--- src/rtl/nibble_pack_pkg.sv ---
// Shared types and sizing helpers for the nibble-to-word packer.
package nibble_pack_pkg;

    // FILL accepts beats; HELD parks one completed word while the output is busy.
    typedef enum logic {FILL, HELD} pack_state_t;

    // Number of input beats per output word.
    function automatic int unsigned beats_f(input int unsigned in_w, input int unsigned out_w);
        return out_w / in_w;
    endfunction

    // Width able to hold a beat count of 0..beats (used for cnt and out_beats).
    function automatic int unsigned cntw_f(input int unsigned beats);
        return $clog2(beats + 1);
    endfunction

endpackage

--- src/rtl/pack_out_stage.sv ---
// Output register for the packer: holds one word under valid/ready and reports
// whether it can take a new word this cycle.
module pack_out_stage #(
    parameter int unsigned OUT_W = 16,
    parameter int unsigned CNTW  = 3
) (
    input  logic             clk,
    input  logic             arst_n,
    input  logic             load,
    input  logic [OUT_W-1:0] load_data,
    input  logic [CNTW-1:0]  load_beats,
    input  logic             load_last,
    input  logic             out_ready,
    output logic             out_valid,
    output logic [OUT_W-1:0] out_data,
    output logic [CNTW-1:0]  out_beats,
    output logic             out_last,
    output logic             out_free
);

    // Register is free when empty or being drained this cycle.
    assign out_free = !out_valid || out_ready;

    // Load has priority so a pop and a load in one cycle give a back-to-back word.
    always_ff @(posedge clk or negedge arst_n) begin
        if (!arst_n) begin
            out_valid <= 1'b0;
            out_data  <= '0;
            out_beats <= '0;
            out_last  <= 1'b0;
        end else if (load) begin
            out_valid <= 1'b1;
            out_data  <= load_data;
            out_beats <= load_beats;
            out_last  <= load_last;
        end else if (out_ready) begin
            out_valid <= 1'b0;
        end
    end

endmodule

--- src/rtl/nibble_word_packer.sv ---
// Packs IN_W-bit valid/ready beats into OUT_W-bit words, beat 0 in the LSBs.
// in_last closes a word early (zero-padded). A single hold register absorbs one
// completed word while the output register is stalled.
module nibble_word_packer
    import nibble_pack_pkg::*;
#(
    parameter int unsigned IN_W  = 4,
    parameter int unsigned OUT_W = 16,
    localparam int unsigned BEATS = beats_f(IN_W, OUT_W),
    localparam int unsigned CNTW  = cntw_f(BEATS)
) (
    input  logic             clk,
    input  logic             arst_n,
    input  logic             in_valid,
    output logic             in_ready,
    input  logic [IN_W-1:0]  in_data,
    input  logic             in_last,
    output logic             out_valid,
    input  logic             out_ready,
    output logic [OUT_W-1:0] out_data,
    output logic [CNTW-1:0]  out_beats,
    output logic             out_last
);

    if ((OUT_W % IN_W) != 0) begin : g_bad_ratio
        $error("nibble_word_packer: OUT_W must be a multiple of IN_W");
    end
    if (BEATS < 2) begin : g_bad_beats
        $error("nibble_word_packer: OUT_W/IN_W must be at least 2");
    end

    pack_state_t      state_q, state_d;
    logic [OUT_W-1:0] acc_q, acc_d;
    logic [CNTW-1:0]  cnt_q, cnt_d;
    logic [OUT_W-1:0] hold_data_q, hold_data_d;
    logic [CNTW-1:0]  hold_beats_q, hold_beats_d;
    logic             hold_last_q, hold_last_d;

    logic [OUT_W-1:0] new_word;
    logic             accept;
    logic             complete;
    logic             out_free;
    logic             load;
    logic [OUT_W-1:0] load_data;
    logic [CNTW-1:0]  load_beats;
    logic             load_last;

    // Ready depends only on state (and reset), never on in_valid.
    assign in_ready = arst_n && (state_q == FILL);
    assign accept   = in_valid && in_ready;
    assign complete = accept && (in_last || (cnt_q == CNTW'(BEATS - 1)));

    // Accumulator with the incoming beat dropped into lane cnt; upper lanes stay zero.
    always_comb begin
        new_word = acc_q;
        for (int k = 0; k < int'(BEATS); k++) begin
            if (cnt_q == CNTW'(k)) new_word[k*IN_W +: IN_W] = in_data;
        end
    end

    // Next-state: beat accumulation, word completion and hold handling.
    always_comb begin
        state_d      = state_q;
        acc_d        = acc_q;
        cnt_d        = cnt_q;
        hold_data_d  = hold_data_q;
        hold_beats_d = hold_beats_q;
        hold_last_d  = hold_last_q;
        load         = 1'b0;
        load_data    = new_word;
        load_beats   = cnt_q + CNTW'(1);
        load_last    = in_last;
        unique case (state_q)
            FILL: begin
                if (accept) begin
                    if (complete) begin
                        acc_d = '0;
                        cnt_d = '0;
                        if (out_free) begin
                            load = 1'b1;
                        end else begin
                            hold_data_d  = new_word;
                            hold_beats_d = cnt_q + CNTW'(1);
                            hold_last_d  = in_last;
                            state_d      = HELD;
                        end
                    end else begin
                        acc_d = new_word;
                        cnt_d = cnt_q + CNTW'(1);
                    end
                end
            end
            HELD: begin
                load_data  = hold_data_q;
                load_beats = hold_beats_q;
                load_last  = hold_last_q;
                if (out_free) begin
                    load    = 1'b1;
                    state_d = FILL;
                end
            end
            default: state_d = FILL;
        endcase
    end

    // Packer state registers; reset discards partial and held words.
    always_ff @(posedge clk or negedge arst_n) begin
        if (!arst_n) begin
            state_q      <= FILL;
            acc_q        <= '0;
            cnt_q        <= '0;
            hold_data_q  <= '0;
            hold_beats_q <= '0;
            hold_last_q  <= 1'b0;
        end else begin
            state_q      <= state_d;
            acc_q        <= acc_d;
            cnt_q        <= cnt_d;
            hold_data_q  <= hold_data_d;
            hold_beats_q <= hold_beats_d;
            hold_last_q  <= hold_last_d;
        end
    end

    pack_out_stage #(
        .OUT_W (OUT_W),
        .CNTW  (CNTW)
    ) u_out (
        .clk        (clk),
        .arst_n     (arst_n),
        .load       (load),
        .load_data  (load_data),
        .load_beats (load_beats),
        .load_last  (load_last),
        .out_ready  (out_ready),
        .out_valid  (out_valid),
        .out_data   (out_data),
        .out_beats  (out_beats),
        .out_last   (out_last),
        .out_free   (out_free)
    );

endmodule

--- config.mk ---
export PLATFORM = sky130hd
export DESIGN_NAME = nibble_word_packer
export DESIGN_NICKNAME = d
export VERILOG_FILES = /design/src/rtl/nibble_pack_pkg.sv /design/src/rtl/pack_out_stage.sv /design/src/rtl/nibble_word_packer.sv
export SDC_FILE = /design/constraint.sdc
export NUM_CORES = 1
export LEC_CHECK = 0
export ABC_AREA = 1
export CORE_ASPECT_RATIO = 1.25
export CORE_MARGIN = 2
export CORE_UTILIZATION = 24
export DETAILED_ROUTE_END_ITERATION = 12
export SLEW_MARGIN = 10
export SYNTH_ARGS = -nofsm -noshare
export SYNTH_HDL_FRONTEND = slang
export SYNTH_SLANG_ARGS = --single-unit
--- constraint.sdc ---
create_clock -name clk -period 1.9 [get_ports clk]
set_input_delay 0.475 -clock clk [delete_from_list [all_inputs] [get_ports clk]]
set_output_delay 0.475 -clock clk [all_outputs]
set_load 0.01 [all_outputs]
Yosys cells after proc, flatten, opt, wreduce, memory -nomap -nowiden --
Cells that the tools add are included.
Cells by class: reduce and logical (&&, ||, !) cells 10, bitwise gates (word level) 2, muxes and demuxes 19, $add $sub $neg 1, equality and inequality tests 3
Operators with widths (count):
- $mux 16 | 2
- $mux 4 | 4
- $mux 1 | 9
- $eq 3x2->1 const B | 2
- $mux 3 | 2
- $pmux 1 s2 | 2
- $reduce_and 4->1 | 1
- $add 3x1->3 const B | 1
- $eq 3x1->1 const B | 1
- $logic_and 1x1->1 | 3
- $logic_not 3->1 | 1
- $logic_or 1x1->1 | 2
- $not 1->1 | 2
- $reduce_and 2->1 | 1
- $reduce_bool 2->1 | 1
- $logic_not 1->1 | 1
Storage, ports and cells: input port bits 9, register bits 61, output and inout port bits 22

Logic depth before layout (Yosys ltp) --
depth after elaboration 8, mapped depth 10

Modules after synthesis --
Synthesis repeated with hierarchy kept, for this count alone.
Unflattened totals: cells, all modules 373, area, all modules 3108.0 um^2
Modules (own cells, without submodules):
- nibble_word_packer | instances 1, sequential area each 1001.0 um^2, cells an instance 284, area an instance 2099.5 um^2
- pack_out_stage | instances 1, sequential area each 525.5 um^2, cells an instance 89, area an instance 1008.5 um^2

Worst setup path before layout --
OpenSTA, ideal clock, no wires.
path kind reg-to-reg, from register cnt_q[2], to register state_q, stages on the path, launching flop included 9, slack 169 ps, buffers on the path 2, arrival 1594 ps, period minus slack after synthesis 1731 ps, cells stage by stage dfrtp_1 > clkinv_1 > buf_2 > ha_1 > nor2_1 > nor2_4 > nand2_4 > buf_2 > o21ai_0
Between the ends: cells in the longest elaborated chain, start to end 6
RTL lines:
- from (decl) | line nibble_word_packer.sv:34 | logic [CNTW-1:0] cnt_q, cnt_d;
- from (signal assigned) | line nibble_word_packer.sv:118 | cnt_q <= cnt_d;
- $eq 3x2->1 | line nibble_word_packer.sv:51 | assign complete = accept && (in_last || (cnt_q == CNTW'(BEATS - 1)));
- $logic_or 1x1->1 | line nibble_word_packer.sv:51
- $logic_and 1x1->1 | line nibble_word_packer.sv:51
- $mux 1 | line nibble_word_packer.sv:76 | if (complete) begin
- $mux 1 | line nibble_word_packer.sv:75 | if (accept) begin
- $pmux 1 s2 | line nibble_word_packer.sv:73 | unique case (state_q)
- net state_d | line nibble_word_packer.sv:32 | pack_state_t state_q, state_d;
- to (signal assigned) | line nibble_word_packer.sv:116 | state_q <= state_d;
- to (decl) | line nibble_word_packer.sv:32
The timed path passes the listed nets, and every way through them passes these cells. A chain may end at the register's enable or synchronous reset.

Worst setup path in the final report --
from register cnt_q[1], to register acc_q[15]
Between the ends: cells in the longest elaborated chain, start to end 4, elaborated cells between the ends (all ways) 5
RTL lines:
- $eq 3x2->1 (*) | line nibble_word_packer.sv:51, nibble_word_packer.sv:57
- $logic_or 1x1->1 | line nibble_word_packer.sv:51
- $logic_and 1x1->1 | line nibble_word_packer.sv:51
- $mux 16 (*) | line nibble_word_packer.sv:76
- to (signal assigned) | line nibble_word_packer.sv:110 | acc_q <= '0;
- to (signal assigned) | line nibble_word_packer.sv:117 | acc_q <= acc_d;
- to (decl) | line nibble_word_packer.sv:33 | logic [OUT_W-1:0] acc_q, acc_d;
Mark *: on every way between the ends. The rest lies on a longest branch, timed or not.

==> metrics.md <==
| Metric | Value |
|---|---|
| Die footprint | `13600 µm²` |
| Drt wl/cell | `12.0 µm` |
| Worst Reg-to-Reg Cells | `8` |
| Cell Area, Synth | `3040 µm²` |
| Power Density | `1250 nW/µm²` |
| Fin nets | `442` |
| DRT Pass-1 Iters | `6` |
| Floorplan Core Area | `12300 µm²` |
| Critical path capture point type | `flop` |
| Top_reg_cell synth | `dfrtp_1` |
| H-tree depth | `3` |
| Worst path required time | `2140 ps` |
| Worst-Skew Late Latency | `330 ps` |
| Max_slew headroom | `47.9%` |
| Total leakage power | `1.97 nW` |
| DR vias/cell | `4.20` |
| Status | `completed` |
| R2r setup slk | `160 ps` |
| Total negative setup slack | `0 ps` |
| DP HPWL | `5220 µm` |
| CTS Root Buffer Type | `clkbuf_16` |
| Synth Instances | `386` |
| Via Count | `2503` |
| Total CTS buffers | `9` |
| Finished Cell Area | `3850 µm²` |
| Die H | `130 µm` |
| Crit start category | `flop` |
| Yosys warns | `0` |
| Max_cap viols | `0` |
| Peak supply drop | `0.000490 V` |
| DRC | `0` |
| Diodes inserted | `0` |
| Num rows | `45` |
| Max Fclk | `0.575 GHz` |
| Top cells by area, synth | `dfrtp_1 50%, nand2_1 21%, nand3_1 8.1%` |
| Cell variety after synth | `23` |
| Hold Path Class | `flop to flop` |
| 1st-iter DRT viols | `104` |
| Largest net degree at the start of global routing | `62` |
| FILL cells | `1312` |
| Count leader, synth | `nand2_1` |
| Setup crit start | `cnt_q[1]` |
| Global-route wire length before repair | `11700 µm` |
| GPL Wtd Cong | `0.776` |
| EDFF count, synth | `0` |
| Clock buffer depth | `2` |
| Clock sinks | `61` |
| Top-area cell type share of the netlist area | `50.2%` |
| Worst r2r dst | `acc_q[15]` |
| Fin crit share | `91.5%` |
| Hold Fails Final Rpt | `0` |
| I/O pins | `31` |
| Worst-path fanout max | `16` |
| Final ANT Viol Nets | `0` |
| Share of cells above drive strength 1 | `10.6%` |
| Detailed Route WL | `7130 µm` |
| Die width | `105 µm` |
| RSZ-0062 raised after global routing | `no` |
| Initial antenna violation count | `0` |
| Yosys reg bits | `61` |
| Worst-Margin Slew | `781 ps` |
| Clock Skews | `3.96 ps` |
| Top cell type by total area after synthesis | `dfrtp_1` |
| Total grt overflow | `0` |
| Worst setup path endpoint | `acc_q[15]` |
| Post-CTS setup buffers | `0` |
| Tot GR Track Use | `11.1%` |
| Vias in the first global route | `2512` |
| Final hold slack | `477 ps` |
| Minimum clock period after layout | `1740 ps` |
| Worst-path clk slew | `50 ps` |
| Synth Area per Inst | `7.87 µm²` |
| Launching point of the worst reg2reg path | `cnt_q[1]` |
| Async set or reset register ratio after synthesis | `100%` |
| Layout Area Growth over Synthesis | `26.9%` |
| Seq/Total Area, Yosys | `50.2%` |
| Fin. max-slew vios | `0` |
| Synth top cells by count | `170 x nand2_1, 61 x dfrtp_1, 49 x nand3_1, 28 x inv_1, 17 x o21ai_0` |
| Total power | `4.82 mW` |
| DP Area | `3580 µm²` |
| Starting Density | `24.8%` |
| TritonCTS clock tree | `done` |
| Arr. time, crit path | `1980 ps` |
| Port-buffer cells | `30` |
| Syn Nets | `400` |
| Final setup vio count | `0` |
| Crit Path Category | `flop to flop` |
==> final cells by class <==
class	instances	area (µm²)	area share [%]
inverter	33	134	3.47
clock buffer	14	274	7.11
multi-input combinational	276	1270	33.1
timing repair buffer	47	434	11.3
tap	164	205	5.32
clock inverter	1	5.00	0.130
sequential	61	1530	39.6
==> through the flow <==
step,setup WS (ps),utilization (%),std cells
after floorplan,169,-,386
after global placement,-17.5,29.1,581
after detailed placement,5.44,29.1,581
after CTS,140,31.4,596
after global routing,32.9,31.4,596
final,161,31.4,596
==> flip-flops by register name (all words and copies together), names as in the netlist <==
signal and count:
hold_data_q 16, state_q 1, hold_beats_q 3, u_out.out_valid 1, u_out.out_last 1, acc_q 16
hold_last_q 1, u_out.out_beats 3, cnt_q 3, u_out.out_data 16
==> critical path, stage by stage (launching register included) <==
cell	delay, ps
dfrtp_1	400
ha_1	190
ha_1	190
nor2_1	270
buf_4	170
nand2_2	90
inv_4	160
nand2_1	80
o21ai_0	90
==> where the power goes <==
| part | internal, mW | switching, mW | leakage (nW) |
|---|---|---|---|
| clock | 0.978 | 0.536 | 0.139 |
| combinational | 0.676 | 0.759 | 1.03 |
| sequential | 1.69 | 0.185 | 0.802 |
| total | 3.34 | 1.48 | 1.97 |
==> how the worst min path moves through the flow <==
stage / start / to / cells past startpoint
after floorplan: arst_n / acc_q[0] / 0
after global placement: hold_data_q[4] / hold_data_q[4] / 2
after detailed placement: hold_data_q[0] / hold_data_q[0] / 2
after CTS: hold_data_q[0] / hold_data_q[0] / 2
after global routing: hold_data_q[5] / hold_data_q[5] / 2
final: hold_data_q[15] / hold_data_q[15] / 2
==> what timing repair did <==
| action | 4_1_cts | 5_1_grt |
|---|---|---|
| hold buffers | 0 | 0 |
| hold endpoints to repair | 0 | 0 |
| setup endpoints to repair | 1 | 0 |
| gates resized for setup | 1 | 0 |
==> per-layer routing <==
metal,global-route usage (%),wire (µm)
met1,12.6,3200
met2,19.2,3490
met3,2.60,243
met4,6.43,199
met5,0,0
==> logic make-up (layout without fill, tap and decap cells) <==
| family | after synthesis | in the layout | share of synthesized area, % |
|---|---|---|---|
| AO/OA/AOI/OAI | 28 | 28 | 5.44 |
| buffers and inverters | 49 | 95 | 7.78 |
| flip-flops | 61 | 61 | 50.2 |
| adder cells (fa/ha/maj) | 5 | 5 | 2.06 |
| AND/OR/NAND/NOR | 243 | 243 | 34.5 |
==> placed cells by master, fill, tap and decap left out, drive strengths merged <==
| master | Yosys | layout |
|---|---|---|
| ha | 5 | 5 |
| nand2 | 173 | 173 |
| o22ai | 2 | 2 |
| o21ai | 26 | 26 |
| buf | 13 | 18 |
| dfrtp | 61 | 61 |
| clkinv | 2 | 3 |
| dlygate4sd2 | 0 | 1 |
| nand3 | 50 | 50 |
| and2 | 16 | 16 |
| clkdlybuf4s50 | 0 | 28 |
| nor2 | 4 | 4 |
| clkbuf | 3 | 14 |
| inv | 31 | 31 |
No activity file was read; power rests on OpenSTA's default activity.
